[config.mk]
export PLATFORM = sky130hd
export DESIGN_NAME = fetch_ctrl
export DESIGN_NICKNAME = d
export VERILOG_FILES = /design/src/rtl/fetch_ctrl.sv
export SDC_FILE = /design/constraint.sdc
export NUM_CORES = 1
export LEC_CHECK = 0
export ABC_AREA = 1
export CORE_UTILIZATION = 35
export CTS_BUF_LIST = sky130_fd_sc_hd__clkbuf_8
export DETAILED_ROUTE_END_ITERATION = 16
export PLACE_DENSITY = 0.95
export SYNTH_ARGS = -nofsm -noshare
export SYNTH_HDL_FRONTEND = slang
export SYNTH_SLANG_ARGS = --single-unit
[constraint.sdc]
create_clock -name clk -period 2.9 [get_ports clk]
set_clock_uncertainty 0.05 [all_clocks]
set_input_delay 0.58 -clock clk [delete_from_list [all_inputs] [get_ports clk]]
set_output_delay 0.58 -clock clk [all_outputs]
set_load 0.05 [all_outputs]
[src/rtl/fetch_ctrl.sv]
// Fetch-stage controller: PC source selection, imem request/ack handshake,
// redirect arbitration (exception > branch > timeout) and IF/ID strobes.
module fetch_ctrl #(
  parameter int XLEN           = 32,
  parameter int TIMEOUT_CYCLES = 15
) (
  input  logic            clk,
  input  logic            rst_n,
  input  logic            stall_in,
  input  logic            branch_taken_in,
  input  logic [XLEN-1:0] branch_offset_in,
  input  logic            exception_in,
  input  logic            imem_ack_in,
  output logic [1:0]      pc_src_out,
  output logic [XLEN-1:0] alt_pc_out,
  output logic            imem_req_out,
  output logic            if_capture_out,
  output logic            if_valid_out,
  output logic            flush_out,
  output logic            fetch_fault_out
);

  localparam int CNT_W = $clog2(TIMEOUT_CYCLES + 1);
  localparam logic [CNT_W-1:0] CNT_LAST = CNT_W'(TIMEOUT_CYCLES - 1);
  localparam logic [CNT_W-1:0] CNT_MAX  = CNT_W'(TIMEOUT_CYCLES);

  localparam logic [1:0] SRC_ALT  = 2'd0;
  localparam logic [1:0] SRC_SEQ  = 2'd1;
  localparam logic [1:0] SRC_EXC  = 2'd2;
  localparam logic [1:0] SRC_ZERO = 2'd3;

  typedef enum logic [1:0] {BOOT, REQ, HELD, DRAIN} state_t;

  state_t           state, state_nxt;
  logic [CNT_W-1:0] wait_cnt, wait_cnt_nxt;
  logic             req_active;
  logic             ack;
  logic             timeout;

  function automatic logic [CNT_W-1:0] sat_inc(input logic [CNT_W-1:0] c);
    return (c == CNT_MAX) ? c : c + 1'b1;
  endfunction

  always_ff @(posedge clk or negedge rst_n) begin
    if (!rst_n) begin
      state    <= BOOT;
      wait_cnt <= '0;
    end else begin
      state    <= state_nxt;
      wait_cnt <= wait_cnt_nxt;
    end
  end

  always_comb begin
    pc_src_out      = SRC_ALT;
    alt_pc_out      = '0;
    imem_req_out    = 1'b0;
    if_capture_out  = 1'b0;
    if_valid_out    = 1'b0;
    flush_out       = 1'b0;
    fetch_fault_out = 1'b0;
    state_nxt       = state;
    wait_cnt_nxt    = wait_cnt;

    // Request is held high through stalls until acked, so it depends on state only.
    req_active   = (state == REQ) || (state == DRAIN);
    imem_req_out = req_active;
    ack          = req_active && imem_ack_in;
    timeout      = req_active && !imem_ack_in && (wait_cnt == CNT_LAST);

    case (state)
      BOOT: begin
        pc_src_out   = SRC_ZERO;
        state_nxt    = REQ;
        wait_cnt_nxt = '0;
      end
      default: begin
        if_capture_out = ack;
        if (exception_in || branch_taken_in || timeout) begin
          flush_out    = 1'b1;
          wait_cnt_nxt = '0;
          // An unacked request must still be completed before fetching anew.
          state_nxt    = (req_active && !imem_ack_in) ? DRAIN : REQ;
          if (exception_in) begin
            pc_src_out = SRC_EXC;
          end else if (branch_taken_in) begin
            pc_src_out = SRC_ALT;
            alt_pc_out = branch_offset_in;
          end else begin
            pc_src_out      = SRC_EXC;
            fetch_fault_out = 1'b1;
          end
        end else begin
          case (state)
            REQ: begin
              if (ack) begin
                wait_cnt_nxt = '0;
                if (!stall_in) begin
                  pc_src_out   = SRC_SEQ;
                  if_valid_out = 1'b1;
                end else begin
                  state_nxt = HELD;
                end
              end else begin
                wait_cnt_nxt = sat_inc(wait_cnt);
              end
            end
            HELD: begin
              wait_cnt_nxt = '0;
              if (!stall_in) begin
                pc_src_out   = SRC_SEQ;
                if_valid_out = 1'b1;
                state_nxt    = REQ;
              end
            end
            DRAIN: begin
              if (ack) begin
                wait_cnt_nxt = '0;
                state_nxt    = REQ;
              end else begin
                wait_cnt_nxt = sat_inc(wait_cnt);
              end
            end
            default: ;
          endcase
        end
      end
    endcase
  end

endmodule

==> results, run 1 <==
- The run finished with clean final reports.
- The quantity of I/O buffers inserted on ports is 76.
- The later pin in the worst-skew pair is clocked with a latency of 0.22 ns.
- The hold slack is 0.4863 ns.
- The count of synthesis-stage warnings from yosys is 0.
- The growth of design area from synthesis to finish is 135.2%.
- Counting flops with an async set or reset pin after synthesis yields a share of 1.000.
- The floorplan step defined a core boundary enclosing 2455 um^2.
- The filler cells instantiated in the layout total 118.
- At the end of routability-driven placement, the weighted congestion stood at 0.7963.
- The sequential cell area is 150.1 um^2.
- The initial antenna violation count came to 0.
- The number of cells upsized or downsized after cts is 0.
- The floorplan row count is 18.
- The power density relative to cell area is 554.2 nW/um^2.
- The cell count after synthesis is 158.
- Summing all non-filler instances in the final layout gives an area of 2116 um^2.
- The via count of the routed design is 1,296.
- Once detail routing completed, the nets flagged for antenna violations numbered 0.
- The critical path starts at imem_ack_in.
- The die is 52.70 um wide.
- The floorplan step defined a die boundary enclosing 2777 um^2.
- The number of pins with negative max-slew slack in the final report is 0.
- Entering global routing, the biggest net connects 33 pins.
- The number of enable flip-flop cells after synthesis is 0.
- The multi-input combinational cells in the finished layout cover a total of 565.5 um^2.
- The type of element capturing the critical path is an output port.
- The worst hold path passes through 2 cells.
- The mapped netlist covers 899.6 um^2.
- In the post-route analysis, the smallest setup slack over all paths is 0.1174 ns.
- The number of synthesized register bits is 6.
- After synthesis, the netlist uses 21 different library cells.
- At the pin with the least slew margin, the transition time is 0.5059 ns.
- In the global route stage, overall resource usage came out at 0.2852.
- The net count of the mapped netlist is 203.
- The placed standard-cell area is 2074 um^2.
- The max capacitance violation total is 0.
- The routed design has 3.798 mm of wire.
- The number of nets in the layout is 282.
- The ratio of routed vias to standard cells is 4.891.
- The first detailed-routing pass took 4 iterations.
- The worst path in the final design needs a cycle of 2.783 ns, including I/O delays and setup.
- The critical path is of the primary input to output port type.
- Summed over all cells, the static leakage comes to 1.119 nW.
- For the worst setup path, the data arrival time is 2.15 ns.
- In this run the critical register-to-register path is launched from state[1].
- The number of inserted diodes is 0.
- The number of design-rule violations left by the first detailed-router iteration is 39.
- Setup repair after global routing left no endpoint under its margin.
- Derived from the worst setup path, the maximum achievable clock frequency is 359.4 MHz.
- The worst endpoint required time is 2.27 ns.
- For this design, the CTS-stage hold fixing added 0 buffers.
- For this run, design rule violations remaining after detail routing come to 0.
- The boundary pin count is 77.
- After clock tree synthesis, the clock-pin slew on the worst setup and hold paths is 0.03 ns.
- The worst hold path begins at wait_cnt[0].
- For the worst flop-to-flop path, the logic depth is 9.
- Once the clock tree was built, the setup fixing pass inserted 0 buffers.
- The min-delay analysis places its worst path in the category register to register.
- Dividing the final minimum period by the clock period gives 0.9595.
- The wire length per cell after detailed routing is 14.33 um.
- Detailed placement finished with a half-perimeter wire length of 3.272 mm.
- The total global routing overflow is 0.
- The first-pass GRT wire length is 5.671 mm.
- The clock passes through at most 2 buffers.
- Adding up every negative setup slack in the final design gives 0 ns.
- The mean instance size in the synthesized netlist is 5.694 um^2.
- TritonCTS built the clock tree.
- In the synthesized netlist the dominant register cell turns out to be sky130_fd_sc_hd__dfrtp_1.
- The initial cell density of the core is 0.3665.
- The clock drives 6 sinks.
- Leaving out fill and tap cells, the most frequent cell in the layout is sky130_fd_sc_hd__inv_1.
- Of the synthesized area, sequential elements account for 0.1669.
- Of the cells placed in the final design, the portion with a size suffix greater than 1 is 0.2468.
- The die is 52.70 um tall.
- The worst setup path is launched from a primary input.
- CTS built an H-tree with a depth of 1.
- Setup violations remaining at the end of the flow were counted as 0.
- The number of global-route vias before repair is 1,241.
- Buffers inserted during clock tree synthesis total 3.
- The hold violation total from the final report came to 0.
- The setup slack after placement is 0.1540 ns.
- The worst slew margin relative to its limit is 0.6617.
- The library cells used most frequently in the layout, excluding fill and tap cells, are sky130_fd_sc_hd__inv_1, sky130_fd_sc_hd__nor2_1, sky130_fd_sc_hd__clkdlybuf4s50_1, sky130_fd_sc_hd__buf_12, sky130_fd_sc_hd__nand2_1.
- The maximum vdd drop is 728.8 uV.
- The cell at the root of the clock tree is sky130_fd_sc_hd__clkbuf_8.
- In this run the worst path has a maximum fanout of 5.
[worst max-delay path, stage by stage]
cell and delay, ns:
sky130_fd_sc_hd__clkdlybuf4s50_1 0.62, sky130_fd_sc_hd__nor2_4 0.11, sky130_fd_sc_hd__a21oi_1 0.29, sky130_fd_sc_hd__nand3_1 0.17, sky130_fd_sc_hd__nor2_1 0.21, sky130_fd_sc_hd__buf_12 0.17
[path summary, 6_finish.rpt]
| check | end | slack [ns] |
|---|---|---|
| worst max-delay path | if_valid_out | 0.12 |
| worst min-delay path | wait_cnt[0] | 0.49 |
| worst max register to register | state[1] | 1.12 |
| worst min register to register | wait_cnt[0] | 0.49 |
| max in group asynchronous | wait_cnt[1] | 2.04 |
| min in group asynchronous | wait_cnt[2] | 0.55 |
[synthesized netlist by cell type (3+ instances only)]
master                     count  share of area
sky130_fd_sc_hd__a21oi_1       3          0.017
sky130_fd_sc_hd__clkbuf_1      3          0.013
sky130_fd_sc_hd__dfrtp_1       6           0.17
sky130_fd_sc_hd__ha_1          7          0.097
sky130_fd_sc_hd__inv_1        44           0.18
sky130_fd_sc_hd__nand2_1      25           0.10
sky130_fd_sc_hd__nand2_2       4          0.028
sky130_fd_sc_hd__nand3_1       8          0.045
sky130_fd_sc_hd__nand3_2       3          0.033
sky130_fd_sc_hd__nor2_1       41           0.17
sky130_fd_sc_hd__nor2_4        4          0.050
[power by group]
group	switching (mW)	internal, mW
combinational	0.555	0.381
sequential	0.0177	0.0987
clock	0.0313	0.0887
total	0.604	0.569
[routing by layer]
metal	track usage	part of all wire	up-vias
met5	0	0	-
met4	0.1272	0.032	0
met3	0.08696	0.11	14
met2	0.5759	0.55	92
met1	0.2483	0.31	580
li1	-	-	610
[registers in the layout, summed over array words and instances, names as in the netlist]
signal	count
state	2
wait_cnt	4
[final cells by class]
type,instances,share of cell area
Inverter,46,0.08161
Tap cell,30,0.01774
Clock buffer,3,0.01952
Timing Repair Buffer,77,0.5429
Sequential cell,6,0.07096
Multi-Input combinational cell,103,0.2673
[kinds of logic (layout without fill, tap and decap cells)]
kind of cell,count (synthesis),after routing,synth area share
AO/OA/AOI/OAI,7,7,0.04868
XOR/XNOR,1,1,0.009738
adder cells (fa/ha/maj),7,7,0.09735
buffers and inverters,49,126,0.2044
flip-flops,6,6,0.1669
AND/OR/NAND/NOR,88,88,0.4729
[metrics by stage]
stage                     instances    util  power, mW
after floorplan                 158       -     0.6158
after global placement          262  0.8451      1.007
after detailed placement        262  0.8451      1.043
after CTS                       265  0.8619      1.172
after global routing            265  0.8619      1.233
final                           265  0.8619      1.173
(Power assumes the default switching activity.)
==> run 2: changes to the inputs <==
- TNS_END_PERCENT: not set -> 5
==> results of run 2 <==
The final DEF is identical to that of run 1; final timing and power are the same.
